<file path="config.mk">
export PLATFORM = sky130hd
export DESIGN_NAME = mux_scan_n_flat
export DESIGN_NICKNAME = d
export VERILOG_FILES = /design/src/rtl/mux_scan_n_pkg.sv /design/src/rtl/mux_scan_n_if.sv /design/src/rtl/mux_next_ch.sv /design/src/rtl/mux_scan_n.sv /design/src/flat_wrapper.sv
export SDC_FILE = /design/constraint.sdc
export NUM_CORES = 1
export LEC_CHECK = 0
export CAP_MARGIN = 20
export CORE_UTILIZATION = 26
export CTS_CLUSTER_SIZE = 25
export DETAILED_ROUTE_END_ITERATION = 16
export PLACE_DENSITY = 0.59
export SLEW_MARGIN = 20
export SYNTH_ARGS = -nofsm -noshare
export SYNTH_HDL_FRONTEND = slang
export SYNTH_SLANG_ARGS = --single-unit
</file>
<file path="constraint.sdc">
create_clock -name clk -period 2.7 [get_ports clk]
set_input_delay 0.405 -clock clk [delete_from_list [all_inputs] [get_ports clk]]
set_output_delay 0.405 -clock clk [all_outputs]
set_load 0.01 [all_outputs]
</file>
<file path="src/rtl/mux_scan_n_pkg.sv">
// Shared definitions for the mux_scan_n channel multiplexer: mode encoding
// and the derived select-width helper.
package mux_scan_n_pkg;

  // Operating mode carried on the 2-bit mode input; the reserved code
  // behaves exactly like HOLD.
  typedef enum logic [1:0] {
    MODE_MANUAL = 2'b00,
    MODE_AUTO   = 2'b01,
    MODE_HOLD   = 2'b10,
    MODE_RSVD   = 2'b11
  } mode_e;

  // Width of a channel index, never narrower than one bit.
  function automatic int sel_width(input int n_ch);
    return (n_ch > 2) ? $clog2(n_ch) : 1;
  endfunction

endpackage

</file>
<file path="src/rtl/mux_scan_n_if.sv">
// Control/data bundle between a channel source and the mux_scan_n block.
// The master side drives channel data and controls, the slave side (the
// multiplexer) returns the registered sample and its status flags.
interface mux_scan_n_if
  import mux_scan_n_pkg::*;
#(
  parameter int N_CH    = 8,
  parameter int W       = 1,
  parameter int DWELL_W = 8
);

  localparam int SEL_W = sel_width(N_CH);

  logic [N_CH*W-1:0]  d;
  logic [SEL_W-1:0]   sel;
  logic [1:0]         mode;
  logic [DWELL_W-1:0] dwell;
  logic [N_CH-1:0]    ch_en;

  logic [W-1:0]       o_data;
  logic [SEL_W-1:0]   o_ch;
  logic               o_valid;
  logic               o_wrap;

  modport master (
    output d, sel, mode, dwell, ch_en,
    input  o_data, o_ch, o_valid, o_wrap
  );

  modport slave (
    input  d, sel, mode, dwell, ch_en,
    output o_data, o_ch, o_valid, o_wrap
  );

endinterface

</file>
<file path="src/rtl/mux_next_ch.sv">
// Combinational search for the next enabled channel strictly above cur,
// rotating back to the lowest enabled channel when none lies above.
module mux_next_ch #(
  parameter int N_CH  = 8,
  parameter int SEL_W = 3
) (
  input  logic [SEL_W-1:0] cur,
  input  logic [N_CH-1:0]  ch_en,
  output logic [SEL_W-1:0] nxt,
  output logic             wrap,
  output logic             none
);

  logic [SEL_W-1:0] above;
  logic [SEL_W-1:0] lowest;
  logic             found_above;

  // Scan from the top down so the last hit in each category is the lowest one.
  always_comb begin
    // NOTE: every combinationally assigned signal gets a default first so no latch is inferred.
    above       = '0;
    lowest      = '0;
    found_above = 1'b0;
    for (int i = N_CH - 1; i >= 0; i--) begin
      if (ch_en[i]) begin
        lowest = SEL_W'(i);
        if (i > int'(cur)) begin
          above       = SEL_W'(i);
          found_above = 1'b1;
        end
      end
    end
    none = ~|ch_en;
    wrap = ~found_above & ~none;
    nxt  = found_above ? above : lowest;
  end

endmodule

</file>
<file path="src/rtl/mux_scan_n.sv">
// N-channel, W-bit registered multiplexer with manual select, dwell-timed
// auto-scan over an enable mask, and a hold mode that freezes the sample.
module mux_scan_n
  import mux_scan_n_pkg::*;
#(
  parameter int N_CH    = 8,
  parameter int W       = 1,
  parameter int DWELL_W = 8
) (
  input logic         clk,
  input logic         rst,
  mux_scan_n_if.slave bus
);

  localparam int SEL_W = sel_width(N_CH);
  localparam int D_W   = N_CH * W;
  localparam int IDX_W = (D_W > 2) ? $clog2(D_W) : 1;

  // Registered state.
  logic [W-1:0]       data_q;
  logic [SEL_W-1:0]   ch_q;
  logic               valid_q;
  logic               wrap_q;
  logic [DWELL_W-1:0] cnt;
  logic               auto_q;   // previous cycle was AUTO; clear means this cycle enters AUTO

  // Next-state terms.
  mode_e              mode;
  logic [SEL_W-1:0]   ch_nxt;
  logic [DWELL_W-1:0] cnt_nxt;
  logic [DWELL_W-1:0] cnt_eff;
  logic               valid_nxt;
  logic               wrap_nxt;
  logic               load;
  logic [IDX_W-1:0]   base;

  // Scan helper outputs.
  logic [SEL_W-1:0]   scan_nxt;
  logic               scan_wrap;
  logic               scan_none;

  mux_next_ch #(
    .N_CH  (N_CH),
    .SEL_W (SEL_W)
  ) u_next_ch (
    .cur   (ch_q),
    .ch_en (bus.ch_en),
    .nxt   (scan_nxt),
    .wrap  (scan_wrap),
    .none  (scan_none)
  );

  assign mode = mode_e'(bus.mode);

  // Mode decode: choose the next channel, dwell count and status flags.
  always_comb begin
    ch_nxt    = ch_q;
    cnt_nxt   = cnt;
    valid_nxt = 1'b0;
    wrap_nxt  = 1'b0;
    load      = 1'b1;
    // A fresh entry into AUTO restarts the dwell count from zero.
    cnt_eff   = auto_q ? cnt : '0;
    unique case (mode)
      MODE_MANUAL: begin
        ch_nxt    = (int'(bus.sel) < N_CH) ? bus.sel : '0;
        valid_nxt = 1'b1;
        cnt_nxt   = '0;
      end
      MODE_AUTO: begin
        if (scan_none) begin
          cnt_nxt = '0;
        end else begin
          valid_nxt = 1'b1;
          // >= rather than == so a dwell shortened below the count advances at once.
          if ((!auto_q && !bus.ch_en[ch_q]) || (cnt_eff >= bus.dwell)) begin
            ch_nxt   = scan_nxt;
            wrap_nxt = scan_wrap;
            cnt_nxt  = '0;
          end else begin
            cnt_nxt = cnt_eff + DWELL_W'(1);
          end
        end
      end
      default: begin
        // HOLD and the reserved code keep sample, channel and count.
        load = 1'b0;
      end
    endcase
    base = IDX_W'(int'(ch_nxt) * W);
  end

  // Output and dwell registers; async reset returns everything to channel 0.
  always_ff @(posedge clk or posedge rst) begin
    if (rst) begin
      data_q  <= '0;
      ch_q    <= '0;
      valid_q <= 1'b0;
      wrap_q  <= 1'b0;
      cnt     <= '0;
      auto_q  <= 1'b0;
    end else begin
      // NOTE: registers use non-blocking assignments so every flop samples pre-edge values.
      auto_q  <= (mode == MODE_AUTO);
      cnt     <= cnt_nxt;
      valid_q <= valid_nxt;
      wrap_q  <= wrap_nxt;
      if (load) begin
        ch_q   <= ch_nxt;
        data_q <= bus.d[base +: W];
      end
    end
  end

  assign bus.o_data  = data_q;
  assign bus.o_ch    = ch_q;
  assign bus.o_valid = valid_q;
  assign bus.o_wrap  = wrap_q;

endmodule

</file>
<file path="src/flat_wrapper.sv">
// flat-port wrapper written by rule: the top's interface ports become plain ports
module mux_scan_n_flat import mux_scan_n_pkg::*;
#(
  parameter int N_CH    = 8,
  parameter int W       = 1,
  parameter int DWELL_W = 8
)
  (clk, rst, bus_d, bus_sel, bus_mode, bus_dwell, bus_ch_en, bus_o_data, bus_o_ch, bus_o_valid, bus_o_wrap);
  mux_scan_n_if #(.N_CH(N_CH), .W(W), .DWELL_W(DWELL_W)) bus_i ();
  input logic clk;
  input logic rst;
  input wire logic [$bits(bus_i.d)-1:0] bus_d;
  input wire logic [$bits(bus_i.sel)-1:0] bus_sel;
  input wire logic [$bits(bus_i.mode)-1:0] bus_mode;
  input wire logic [$bits(bus_i.dwell)-1:0] bus_dwell;
  input wire logic [$bits(bus_i.ch_en)-1:0] bus_ch_en;
  output wire logic [$bits(bus_i.o_data)-1:0] bus_o_data;
  output wire logic [$bits(bus_i.o_ch)-1:0] bus_o_ch;
  output wire logic [$bits(bus_i.o_valid)-1:0] bus_o_valid;
  output wire logic [$bits(bus_i.o_wrap)-1:0] bus_o_wrap;
  assign bus_i.d = bus_d;
  assign bus_i.sel = bus_sel;
  assign bus_i.mode = bus_mode;
  assign bus_i.dwell = bus_dwell;
  assign bus_i.ch_en = bus_ch_en;
  assign bus_o_data = bus_i.o_data;
  assign bus_o_ch = bus_i.o_ch;
  assign bus_o_valid = bus_i.o_valid;
  assign bus_o_wrap = bus_i.o_wrap;
  mux_scan_n #(.N_CH(N_CH), .W(W), .DWELL_W(DWELL_W)) u_core (.clk(clk), .rst(rst), .bus(bus_i));
endmodule
</file>
[Word-level counts from Yosys, hierarchy flattened]
Cells that the tools add are included.
Widths: inputs -> output; s select.
Cells by class
  add/subtract/negate cells: 1
  equality and inequality tests: 1
  muxes and demuxes: 52
  shifts and indexed selects: 1
  magnitude comparators: 9
  reductions and logical operators: 8
  bitwise logic cells: 2
Operator list (number)
  $mux 3: 25
  $mux 8: 3
  $mux 1: 20
  $pmux 8 s2: 1
  $gt 3x3->1 const A: 4
  $add 8x1->8 const B: 1
  $ge 8x8->1: 1
  $reduce_or 8->1: 1
  $shiftx 8x4->1: 1
  $gt 2x3->1 const A: 2
  $pmux 3 s2: 1
  $lt 3x4->1 const B: 1
  $bmux 1 s3: 1
  $gt 1x3->1 const A: 1
  $eq 2x1->1 const B: 1
  $logic_not 1->1: 2
  $logic_not 2->1: 1
  $pmux 1 s2: 1
  $reduce_bool 2->1: 1
  $reduce_or 2->1: 1
  $and 1x1->1: 1
  $logic_and 1x1->1: 1
  $logic_or 1x1->1: 1
  $not 1->1: 1
Storage, ports and cells
  bits in registers: 15
  bits of input ports: 31
  word-level logic and storage cells: 80

[Logic depth before layout (Yosys ltp)]
  depth after elaboration: 20
  mapped depth: 14
  depth with buffers taken out: 12

[Cells and area by module]
A second synthesis with hierarchy kept.
Unflattened totals
  cells, all modules: 178
  area total of the unflattened synthesis: 1441.4 µm²
By module, submodules not included
  mux_scan_n: times used 1, cells each 133, area each 1173.6 µm²
  mux_next_ch: times used 1, cells each 45, area each 267.8 µm²

[Worst setup path after synthesis]
No wires, ideal clock.
  kind: flip-flop to flip-flop
  start point: register u_core.auto_q
  end point: register u_core.data_q, in the netlist u_core.bus.o_data
  buffers on the path: 2
  setup slack: -0.128 ns
  stages on the path, launching flop included: 14
  arrival time: 2.702 ns
  clock period less this slack: 2.828 ns
  path through: dfrtp_1 -> clkbuf_1 -> and2_1 -> ha_1 -> or4_1 -> a21oi_1 -> o31a_2 -> a21oi_2 -> o21a_1 -> and2_4 -> buf_6 -> a211oi_1 -> a211oi_1 -> a221o_1
On the way
  cells in the longest elaborated chain, start to end: 7
  elaborated cells on any way between the ends: 9
RTL lines
  start, declared: line mux_scan_n.sv:25  | logic auto_q;
  start signal, assigned: line mux_scan_n.sv:104  | auto_q <= (mode == MODE_AUTO);
  $mux 8 / $logic_not 1->1 (equally long branches): line mux_scan_n.sv:63, mux_scan_n.sv:76
  $ge 8x8->1 / $logic_and 1x1->1 (equally long branches): line mux_scan_n.sv:76  | if ((!auto_q && !bus.ch_en[ch_q]) || (cnt_eff >= bus.dwell)) begin
  $logic_or 1x1->1 (*): line mux_scan_n.sv:76
  $mux 3 (*): line mux_scan_n.sv:76
  $mux 3 (*): line mux_scan_n.sv:71  | if (scan_none) begin
  $pmux 3 s2 (*): line mux_scan_n.sv:64  | unique case (mode)
  $shiftx 8x4->1 (*): line mux_scan_n.sv:110  | data_q <= bus.d[base +: W];
  end signal, assigned: line mux_scan_n.sv:110
  end, declared: line mux_scan_n.sv:20  | logic [W-1:0] data_q;
Mark *: on every way between the ends. The rest lies on a longest branch, timed or not.
A chain may end at the register's enable or synchronous reset.

[Worst setup path in the final report]
Same ends and word-level chain as after synthesis.

==> implementation parameters <==
Parameter                              Value

Cells and area
  Fraction of final layout cells with drive strength greater than 1 ... 0.2810
  Sequential standard cell area ... between 300 and 400 um^2
  Area occupied by multi-input gates ... between 900 and 1000 um^2
  Net count of the finished layout ... 283
  Synthesis-to-layout area growth ... 59.53%
  Number of fill cells ... between 500 and 600
  Count of antenna diodes in the layout ... 0

Yosys
  Net Count, Synth ... 210
  Ys Warns ... 0
  Primary FF master, synth ... sky130_fd_sc_hd__dfrtp_1
  Library cell with the largest summed area after synthesis ... sky130_fd_sc_hd__dfrtp_1
  Register area share after synthesis ... 0.2698
  Cells taking the most area after synthesis ... sky130_fd_sc_hd__dfrtp_1 27%, sky130_fd_sc_hd__ha_1 8.1%, sky130_fd_sc_hd__mux2i_1 6.5%
  Summed instance area of the synthesized netlist ... between 1000 and 1500 um^2
  Avg Synthesized Cell Area ... 8.184 um^2
  Number of register bits inferred by synthesis ... 15
  Proportion of netlist area held by the largest area contributor ... 0.2698
  Post-synthesis async set-or-reset flop share ... 1.000
  Gate count after technology mapping ... 170
  Post-synth top cells ... 16 x sky130_fd_sc_hd__inv_1, 16 x sky130_fd_sc_hd__nand2_1, 15 x sky130_fd_sc_hd__dfrtp_1
  Post-synth EDFFs ... 0
  Count of different cell masters after synthesis ... 50

Place
  Routability cong. ... 0.8526
  Number of buffers inserted by port buffering ... 36
  Estimated wirelength of the detail-placed design ... 2966 um
  Pre-CTS WS ... -0.4450 ns

Timing
  Final period demand of the worst path ... roughly 2.8 ns
  Transition time at the pin with the least slew margin ... ~0.60 ns
  Worst Skew ... 0.005301 ns
  Top achievable clock speed ... 363.2 MHz
  Endpoints failing setup ... 1
  Count of final max-slew check failures ... 0
  Final period utilization ... 1.020
  Setup ws final ... -0.05334 ns
  Headroom to the max-slew limit ... 0.6000
  Count of final hold-check violations ... 0
  Unrepaired setup endpoints after global routing ... true

Setup path
  CP max FO ... 6
  Worst Path Class, Setup ... reg2reg
  Worst Setup Start Kind ... flop
  Worst R2R End ... u_core.bus.o_data
  Critical Path End Type ... flop
  Crit-path slowest cell ... sky130_fd_sc_hd__or4_4
  Largest stage delay, worst path ... approximately 0.52 ns
  Path depth of the worst reg2reg path ... 11
  Required arrival time at the worst endpoint ... 2.83 ns
  Arr. time, crit path ... between 2 and 3 ns
  Source of the worst register-to-register timing path ... u_core.auto_q
  Series of cell instances along the critical path ... and2_4 -> ha_4 -> or4_4 -> a21oi_2 -> o31a_2 -> a21o_1 -> a21o_1 -> and2_4 -> mux2i_1 -> mux2i_1 -> a221o_1
  Reg2Reg Setup Slack ... -0.05 ns

Die
  I/O pin count ... 37
  Area of the die ... 5648 um^2
  Die H ... between 70 and 80 um
  Initial Utilization ... 0.2707
  Floorplan Core Area ... slightly above 5000 um^2
  Standard-cell rows ... 26
  Width of the chip ... 75.15 um

Clocking
  Depth of the CTS H-tree ... 1
  Clock-pin slew of the registers on the worst-case setup and hold paths ... about 0.06 ns
  Library cell used as clock root buffer ... sky130_fd_sc_hd__clkbuf_8
  Buffer depth of the longest clock path ... 2
  TritonCTS clock tree ... yes
  Number of buffers inserted during clock tree synthesis ... 3
  Clk sink count ... 15
  Clock insertion delay at the later pin of the skew report ... around 0.25 ns

GRT
  Total GRT Usage ... 0.1502
  Pin count of the biggest net entering global routing ... 16
  Antenna violations before repair ... 0
  First-pass GRT wire length ... 6396 um
  Number of global-route vias before repair ... around 1.4k
  Total overflow reported by the global router ... 0

Power and ir drop
  Pwr Density ... 493.9 nW/um^2
  Post-route total power ... 1.096 mW
  Standby leakage power ... 1.023 nW
  IR drop worst, VDD ... approximately 290 uV

Detailed routing
  Met2 wire length ... approximately 1600 um
  DRC violations left ... 0
  Final wirelength ... 3673 um
  Detail-routed net length per standard cell ... 11.77 um
  Detail Route Antenna Nets ... 0
  Starting DRC count in detailed routing ... 54
  Met1 layer wirelength in the final routing ... 1833 um
  DR vias/cell ... 4.692
  DR pass1 iterations ... 4
  Top routing layer used ... met4
  Sum of met3 wire segment lengths after detailed routing ... 170 um
  Via count ... roughly 1.5k

Outcome
  Result of the run ... finished with violations
  Violated checks ... negative setup slack

Min path
  Kind of path behind the tightest hold check ... in2async

Flow run
  Maximum Capacitance Violations ... 0
==> registers in the layout, indices dropped and copies added (netlist names) <==
name	count
u_core.auto_q	1
u_core.bus.o_ch	3
u_core.bus.o_data	1
u_core.bus.o_valid	1
u_core.bus.o_wrap	1
u_core.cnt	8
==> cell type report <==
cell class                 count  share of cell area
inverter                      17             0.02875
multi-input combinational    132              0.4504
clock buffer                   4             0.02029
timing repair buffer          74              0.2914
sequential                    15              0.1697
tap                           70             0.03946
==> logic make-up (layout without fill, tap and decap cells) <==
family          count (synthesis)  in the layout  synth area share
buf+inv                        23             95           0.07464
simple gates                   62             62            0.2248
flops                          15             15            0.2698
xor+xnor                        3              3           0.01889
fa+ha+maj                       9              9           0.08094
mux                            10             10           0.08094
compound gates                 48             48            0.2500
==> through the flow <==
stage               cells  area [um^2]  hold WS [ns]  setup TNS [ns]  utilization
floorplan             170         1429        0.3065               0            -
global placement      302         2067        0.4952         -0.4453       0.4021
detailed placement    302         2067        0.5003         -0.6296       0.4021
CTS                   312         2187        0.5175        -0.07043       0.4255
global route          312         2220        0.5373         -0.2036       0.4318
finish                312         2220        0.5150        -0.05334       0.4318
==> repair_timing <==
| action | in CTS | in global routing |
|---|---|---|
| setup endpoints to repair | 1 | 2 |
| gates resized for setup | 12 | 6 |
| setup buffers | 6 | 0 |
| hold buffers | 0 | 0 |
| pin swaps | 13 | 7 |
==> metal layers <==
metal	GRT usage	vias to the layer above
li1	-	758
met1	0.2079	667
met2	0.2302	35
met3	0.03748	4
met4	0.04733	0
met5	0	-
==> worst max-delay path: cells and delay by family, from the launching register on <==
kind,cells,cell delay [ns]
flops,1,0.46
fa+ha+maj,1,0.14
compound gates,5,0.87
simple gates,3,0.88
mux,2,0.29
==> power breakdown <==
| part | internal [mW] | total (mW) | switching, mW |
|---|---|---|---|
| Clock | 0.105 | 0.187 | 0.0825 |
| Combinational | 0.327 | 0.587 | 0.261 |
| Sequential | 0.256 | 0.322 | 0.0656 |
| Total | 0.688 | 1.10 | 0.409 |
==> worst max-delay path by stage <==
stage / start / end / slack (ns) / depth (start not counted)
floorplan: u_core.auto_q / u_core.bus.o_data / 0.006 / 13
global placement: bus_dwell[3] / u_core.bus.o_data / -0.31 / 12
detailed placement: bus_dwell[3] / u_core.bus.o_data / -0.44 / 12
CTS: u_core.auto_q / u_core.bus.o_data / -0.07 / 11
global route: u_core.auto_q / u_core.bus.o_data / -0.19 / 11
finish: u_core.auto_q / u_core.bus.o_data / -0.05 / 11
==> cell usage in the layout, fill, tap and decap left out, types with 3 or more instances in the layout <==
cell type,n
sky130_fd_sc_hd__dfrtp_1,14
sky130_fd_sc_hd__nor3_1,3
sky130_fd_sc_hd__nor2b_1,4
sky130_fd_sc_hd__nand3_1,4
sky130_fd_sc_hd__mux2i_1,9
sky130_fd_sc_hd__a21o_1,4
sky130_fd_sc_hd__inv_1,15
sky130_fd_sc_hd__and2_4,6
sky130_fd_sc_hd__clkdlybuf4s50_1,34
sky130_fd_sc_hd__a21oi_1,6
sky130_fd_sc_hd__a22o_1,3
sky130_fd_sc_hd__o21ai_0,10
sky130_fd_sc_hd__ha_1,5
sky130_fd_sc_hd__buf_4,37
sky130_fd_sc_hd__nor2_1,13
sky130_fd_sc_hd__clkbuf_8,3
sky130_fd_sc_hd__nand2_1,15
Power figures use the tool's default switching activity.
